File: config.mk
export PLATFORM = sky130hd
export DESIGN_NAME = ether_tx_framer
export DESIGN_NICKNAME = d
export VERILOG_FILES = /design/src/rtl/eth_pkg.sv /design/src/rtl/crc32_dibit.sv /design/src/rtl/ether_tx_framer.sv
export SDC_FILE = /design/constraint.sdc
export NUM_CORES = 1
export LEC_CHECK = 0
export CORE_MARGIN = 8
export CORE_UTILIZATION = 60
export CTS_CLUSTER_DIAMETER = 120
export DETAILED_ROUTE_END_ITERATION = 8
export PLACE_DENSITY_LB_ADDON = 0.3
export SYNTH_ARGS = -nofsm -noshare
export SYNTH_HDL_FRONTEND = slang
export SYNTH_HIERARCHICAL = 1
export SYNTH_SLANG_ARGS = --single-unit
File: constraint.sdc
create_clock -name clk -period 4 [get_ports clk]
set_input_delay 0.6 -clock clk [delete_from_list [all_inputs] [get_ports clk]]
set_output_delay 0.6 -clock clk [all_outputs]
set_load 0.1 [all_outputs]
File: src/rtl/eth_pkg.sv
// eth_pkg
// Shared types, frame-geometry constants and CRC-32 helper functions for the
// Ethernet dibit (RMII-style, 2 bits per clock) transmit and receive paths.
// No ports: this is a package imported by ether_tx_framer and crc32_dibit.
package eth_pkg;

  typedef enum logic [2:0] {
    IDLE,
    HEADER,
    PAYLOAD,
    PAD,
    FCS,
    DRAIN,
    GAP
  } eth_state_t;

  localparam logic [47:0] ALL_DEST       = 48'hFFFF_FFFF_FFFF;
  localparam logic [47:0] MY_MAC_DEFAULT = 48'h6969_5A06_5491;

  // Short per-phase counts fit the 6-bit phase counter.
  localparam logic [5:0]  HDR_DIBITS = 6'd56;
  localparam logic [5:0]  FCS_DIBITS = 6'd16;
  localparam logic [5:0]  IFG_CYCLES = 6'd48;

  // Payload lengths are measured on the 13-bit payload counter.
  localparam logic [12:0] MIN_PAYLOAD_DIBITS = 13'd184;
  localparam logic [12:0] MAX_PAYLOAD_DIBITS = 13'd6000;

  localparam logic [31:0] CRC32_POLY = 32'h04C1_1DB7;
  localparam logic [31:0] CRC32_INIT = 32'hFFFF_FFFF;

  // One step of a non-reflected CRC-32 for a single input bit.
  function automatic logic [31:0] crc32Bit(input logic [31:0] crc, input logic b);
    logic [31:0] shifted;
    shifted = {crc[30:0], 1'b0};
    return (crc[31] ^ b) ? (shifted ^ CRC32_POLY) : shifted;
  endfunction

  // Two bits per clock: the more-significant bit of the dibit enters first,
  // matching the order in which dibits are put on the wire.
  function automatic logic [31:0] crc32Dibit(input logic [31:0] crc, input logic [1:0] dibit);
    return crc32Bit(crc32Bit(crc, dibit[1]), dibit[0]);
  endfunction

  // A payload(+pad) length is acceptable for closing the frame when it has
  // reached the minimum and keeps the frame on a whole-byte boundary.
  function automatic logic frameLenOk(input logic [12:0] n);
    return (n >= MIN_PAYLOAD_DIBITS) && (n[1:0] == 2'b00);
  endfunction

endpackage

File: src/rtl/crc32_dibit.sv
// crc32_dibit
// Running CRC-32 (poly 04C11DB7, init FFFFFFFF, not reflected, not inverted)
// consuming one dibit per enabled clock. Usable by both transmit FCS
// generation and receive-side FCS checking.
// Ports:
//   i_clk    - clock, rising edge
//   i_rst_n  - asynchronous active-low reset, loads the init value
//   i_enable - fold i_dibit into the CRC this cycle
//   i_clear  - reload the init value (has priority over i_enable)
//   i_dibit  - data dibit, bit 1 most significant
//   o_crc    - current running CRC register
module crc32_dibit
  import eth_pkg::*;
(
  input  logic        i_clk,
  input  logic        i_rst_n,
  input  logic        i_enable,
  input  logic        i_clear,
  input  logic [1:0]  i_dibit,
  output logic [31:0] o_crc
);

  logic [31:0] r_crc;

  always_ff @(posedge i_clk or negedge i_rst_n) begin
    if (!i_rst_n) begin
      r_crc <= CRC32_INIT;
    end else if (i_clear) begin
      r_crc <= CRC32_INIT;
    end else if (i_enable) begin
      r_crc <= crc32Dibit(r_crc, i_dibit);
    end
  end

  assign o_crc = r_crc;

endmodule

File: src/rtl/ether_tx_framer.sv
// ether_tx_framer
// Wraps a dibit payload stream into an Ethernet frame: 56-dibit header
// (destination MAC, source MAC, ethertype), zero-latency payload
// pass-through, zero padding up to the minimum frame size, 16-dibit FCS,
// followed by a 48-cycle inter-frame gap. Underruns abort the frame without
// FCS; oversize payloads are cut at the maximum, closed with an FCS, and the
// remainder of the source frame is drained.
// Ports:
//   clk    - clock, rising edge
//   rst    - asynchronous active-low reset
//   axiiv  - payload dibit valid
//   axiid  - payload dibit
//   axiil  - last payload dibit of the frame
//   axiir  - ready; a dibit transfers when axiiv && axiir
//   axiov  - output dibit valid, continuous for the whole frame
//   axiod  - output dibit, zero whenever axiov is low
//   busy   - high whenever the framer is not idle
//   err    - single-cycle pulse on underrun or oversize
module ether_tx_framer
  import eth_pkg::*;
#(
  parameter logic [47:0] DEST_MAC  = ALL_DEST,
  parameter logic [47:0] MY_MAC    = MY_MAC_DEFAULT,
  parameter logic [15:0] ETHERTYPE = 16'h88B5
)(
  input  logic       clk,
  input  logic       rst,
  input  logic       axiiv,
  input  logic [1:0] axiid,
  input  logic       axiil,
  output logic       axiir,
  output logic       axiov,
  output logic [1:0] axiod,
  output logic       busy,
  output logic       err
);

  eth_state_t  r_state;
  eth_state_t  w_nextState;
  logic [5:0]  r_cnt;
  logic [5:0]  w_nextCnt;
  logic [12:0] r_payCnt;
  logic [12:0] w_nextPayCnt;
  logic        r_oversize;
  logic        w_nextOversize;

  logic        w_crcEn;
  logic        w_crcClear;
  logic [1:0]  w_crcDibit;
  logic [31:0] w_crc;

  logic [111:0] w_hdr;
  logic [6:0]   w_hdrIdx;
  logic [1:0]   w_hdrDibit;
  logic [31:0]  w_fcs;
  logic [4:0]   w_fcsIdx;
  logic [1:0]   w_fcsDibit;
  logic [12:0]  w_payInc;

  // Header and FCS are read most-significant dibit first by indexing with the
  // phase counter, so no shift registers are needed.
  assign w_hdr      = {DEST_MAC, MY_MAC, ETHERTYPE};
  assign w_hdrIdx   = 7'd111 - {r_cnt, 1'b0};
  assign w_hdrDibit = w_hdr[w_hdrIdx -: 2];
  assign w_fcs      = ~w_crc;
  assign w_fcsIdx   = 5'd31 - {r_cnt[3:0], 1'b0};
  assign w_fcsDibit = w_fcs[w_fcsIdx -: 2];
  assign w_payInc   = r_payCnt + 13'd1;

  // The CRC is reseeded every idle cycle so each frame starts fresh.
  assign w_crcClear = (r_state == IDLE);

  crc32_dibit u_crc (
    .i_clk    (clk),
    .i_rst_n  (rst),
    .i_enable (w_crcEn),
    .i_clear  (w_crcClear),
    .i_dibit  (w_crcDibit),
    .o_crc    (w_crc)
  );

  always_ff @(posedge clk or negedge rst) begin
    if (!rst) begin
      r_state    <= IDLE;
      r_cnt      <= '0;
      r_payCnt   <= '0;
      r_oversize <= 1'b0;
    end else begin
      r_state    <= w_nextState;
      r_cnt      <= w_nextCnt;
      r_payCnt   <= w_nextPayCnt;
      r_oversize <= w_nextOversize;
    end
  end

  // Next-state and output decode. Outputs are purely combinational from
  // state and inputs so that payload passes through in the same cycle and
  // reset silences every output immediately.
  always_comb begin
    w_nextState    = r_state;
    w_nextCnt      = r_cnt;
    w_nextPayCnt   = r_payCnt;
    w_nextOversize = r_oversize;
    axiir          = 1'b0;
    axiov          = 1'b0;
    axiod          = 2'b00;
    busy           = 1'b1;
    err            = 1'b0;
    w_crcEn        = 1'b0;
    w_crcDibit     = 2'b00;

    case (r_state)
      IDLE: begin
        busy           = 1'b0;
        w_nextCnt      = '0;
        w_nextPayCnt   = '0;
        w_nextOversize = 1'b0;
        // The waiting dibit is not consumed here; it is taken in PAYLOAD.
        if (axiiv) begin
          w_nextState = HEADER;
        end
      end

      HEADER: begin
        axiov      = 1'b1;
        axiod      = w_hdrDibit;
        w_crcEn    = 1'b1;
        w_crcDibit = w_hdrDibit;
        if (r_cnt == HDR_DIBITS - 6'd1) begin
          w_nextCnt   = '0;
          w_nextState = PAYLOAD;
        end else begin
          w_nextCnt = r_cnt + 6'd1;
        end
      end

      PAYLOAD: begin
        axiir = 1'b1;
        if (axiiv) begin
          axiov        = 1'b1;
          axiod        = axiid;
          w_crcEn      = 1'b1;
          w_crcDibit   = axiid;
          w_nextPayCnt = w_payInc;
          if (axiil) begin
            w_nextState = frameLenOk(w_payInc) ? FCS : PAD;
          end else if (w_payInc == MAX_PAYLOAD_DIBITS) begin
            // Close the frame legally, then discard what the source still has.
            err            = 1'b1;
            w_nextOversize = 1'b1;
            w_nextState    = FCS;
          end
        end else begin
          // Underrun: a gap inside a frame cannot be repaired, so abort it.
          err         = 1'b1;
          w_nextCnt   = '0;
          w_nextState = GAP;
        end
      end

      PAD: begin
        axiov        = 1'b1;
        w_crcEn      = 1'b1;
        w_nextPayCnt = w_payInc;
        if (frameLenOk(w_payInc)) begin
          w_nextState = FCS;
        end
      end

      FCS: begin
        axiov = 1'b1;
        axiod = w_fcsDibit;
        if (r_cnt == FCS_DIBITS - 6'd1) begin
          w_nextCnt   = '0;
          w_nextState = r_oversize ? DRAIN : GAP;
        end else begin
          w_nextCnt = r_cnt + 6'd1;
        end
      end

      DRAIN: begin
        axiir     = 1'b1;
        w_nextCnt = '0;
        if (axiiv && axiil) begin
          w_nextState = GAP;
        end
      end

      GAP: begin
        if (r_cnt == IFG_CYCLES - 6'd1) begin
          w_nextCnt   = '0;
          w_nextState = IDLE;
        end else begin
          w_nextCnt = r_cnt + 6'd1;
        end
      end

      default: begin
        w_nextState = IDLE;
      end
    endcase
  end

endmodule

==> results.yml <==
status:
  status: "complete, no violations"
detailed_routing:
  drt_wl_total_um: 8060
  drt_iter0_drc: 216
  antenna_left: 0
  vias_per_cell: 6.31
  dr.pass1.iters: 4
  route.vias.total: 2955
  wl_per_cell_um: 17.2
  drc: 0
sta:
  fin_tns_setup_ns: 0
  slew_headroom_pct: 28.4
  drv_slew: 0
  fin_worst_skew_ns: 0.0168
  hold_violations: 0
  tightest_slew_ns: 1.07
  max_freq_ghz: 0.289
  setup_violations: 0
  finalWorstSetupSlack_ns: 0.541
  final.period_utilization_pct: 86.5
  period_minus_slack_ns: 3.46
  rsz0062_at_grt: "no"
yosys:
  synth_top_area_cell: "dfstp_2"
  synthFlopType: "dfstp_2"
  synth_cell_types: 71
  synth_edf_count: 0
  yosysMostFrequentCell: "o21ai_0"
  synthTopCellsByCount: "36 x o21ai_0, 32 x dfstp_2, 30 x nor2_1"
  ys_ff_latch: 55
  synth_area_per_cell_um2: 9.91
  syn_nets: 415
  synth_top_area_share_pct: 21.2
  postSynthCellCount: 400
  synth_async_sr_flop_share_pct: 100
  synth_warnings: 6
  syn-cell-area_mm2: 0.00396
  yosysSeqAreaShare_pct: 35.7
  synth_area_leaders: "dfstp_2 21%, dfrtp_1 15%, a211o_1 6.0%"
clock_tree:
  insertion_delay_ns: 0.31
  numCtsBuffers: 5
  cts_tree: "done"
  root_buffer: "clkbuf_8"
  h-tree-depth: 2
  cts.repair.resized: 0
  cts_buffer_depth: 2
  cts_hold_buf: 0
  clk_pin_slew_ns: 0.10
  postCtsSetupRepairBufs: 0
  numClockSinks: 55
place:
  port_buffers: 11
  dp.cells: 460
  gp_congestion: 0.915
  dp_hpwl_um: 5390
  dp_slack_ns: 0.860
job:
  drv_cap: 0
final_layout:
  n_antenna_cell: 0
  drive_gt1_share_pct: 20.7
  syn2layout_area_growth_pct: 4.10
  fin_nets: 405
  instances_no_fill: 468
setup_path:
  crit_buf_inv: 2
  cpMostUsedCell: "a21oi_1"
  rrSetupSlack_ns: 0.81
  cp_max_fo: 15
  critPathCaptureType: "output pin"
  cp.arrival_ns: 2.86
  cp_slowest_cell: "dfrtp_1"
  critPathTopFamily: "compound AO/OA/AOI/OAI gates"
  path_cells: "inv_1, ha_1, nand2_1, o21ai_0, nor2_1, a21oi_1, o211ai_1, a21oi_1, o21bai_1, buf_12"
  setup.worst_path.class: "reg -> out"
  slowest_delay_ns: 0.71
  worstPathRequired_ns: 3.40
  cp-start-kind: "register"
pwr:
  leakagePower_nw: 1.82
  ir_drop_mv: 0.185
  finalPower_uw: 952
  power_density_mw_per_mm2: 231
floorplanning:
  row_count: 29
  io_pins: 12
  start_util_pct: 62.1
  core_mm2: 0.00639
  dieHeight_um: 97.3
  design.die.area_mm2: 0.00946
  die_w_um: 97.3
global_route:
  grt_max_degree: 50
  antenna_found_initial: 0
  grtUsageTotal_pct: 17.1
  grt_overflow_total: 0
  grt_pass1_vias: 2816
  grt_pass1_wl_um: 13900
min_path:
  hp-class: "in -> async"
## final cells by class
| class | instances | area (µm²) |
|---|---|---|
| Clock buffer | 7 | 108 |
| Clock inverter | 1 | 5.00 |
| Fill cell | 537 | 2260 |
| Inverter | 10 | 37.5 |
| Multi-Input combinational cell | 303 | 2320 |
| Sequential cell | 55 | 1420 |
| Tap cell | 77 | 96.3 |
| Timing Repair Buffer | 15 | 145 |
## metrics by stage
step	area, µm²	utilization, %	hold slack, ns
2_1_floorplan	3960	-	0.304
3_5_place_dp	4010	62.9	0.488
3_3_place_gp	4010	62.9	0.478
4_1_cts	4130	64.6	0.395
6_report	4130	64.6	0.388
5_1_grt	4130	64.6	0.446
## per-layer routing
layer | wire (µm) | part of all wire, % | up-vias | global-route usage, %
li1 | - | - | 1430 | -
met1 | 3710 | 46 | 1456 | 22.7
met2 | 3960 | 49 | 59 | 27.9
met3 | 287 | 3.6 | 10 | 2.77
met4 | 108 | 1.3 | 0 | 4.90
met5 | 0 | 0 | - | 0
## cell families (layout without fill, tap and decap cells)
family | count (synthesis) | after routing | share of synthesized area, %
AOI/OAI and AO/OA | 126 | 126 | 22.2
xor gates and xnor gates | 31 | 31 | 9.79
adders and majority gates | 9 | 9 | 2.84
buffers and inverters | 42 | 33 | 5.97
DFF | 55 | 55 | 35.7
muxes | 12 | 12 | 6.22
and+or+nand+nor | 125 | 125 | 17.3
## layout by cell type, fill, tap and decap left out, drive strengths merged, types with 11 or more instances in the layout
cell type  instances
a211o             27
xnor2             21
nand3             12
dfrtp             23
a21oi             22
nand2             25
dfstp             32
nor2b             26
o21ai             39
nor2              30
buf               11
## power breakdown
part	switching [mW]	internal (mW)
registers	0.00275	0.559
logic	0.0197	0.00989
clock network	0.184	0.178
## final timing paths
path                       startpoint               to  depth (start not counted)
max                          r_cnt[1]         axiod[1]                         10
min                               rst      r_payCnt[5]                          1
max reg2reg                  r_cnt[1]  u_crc/o_crc[11]                         11
min reg2reg                r_oversize       r_oversize                          2
max in group asynchronous         rst  u_crc/o_crc[25]                          2
min in group clk           r_oversize       r_oversize                          2
## registers in the layout, indices dropped and copies added (netlist names)
register,count
u_crc/o_crc,32
r_payCnt,13
r_state,3
r_cnt,6
r_oversize,1
Note: power is estimated with default switching activity, not from simulation.
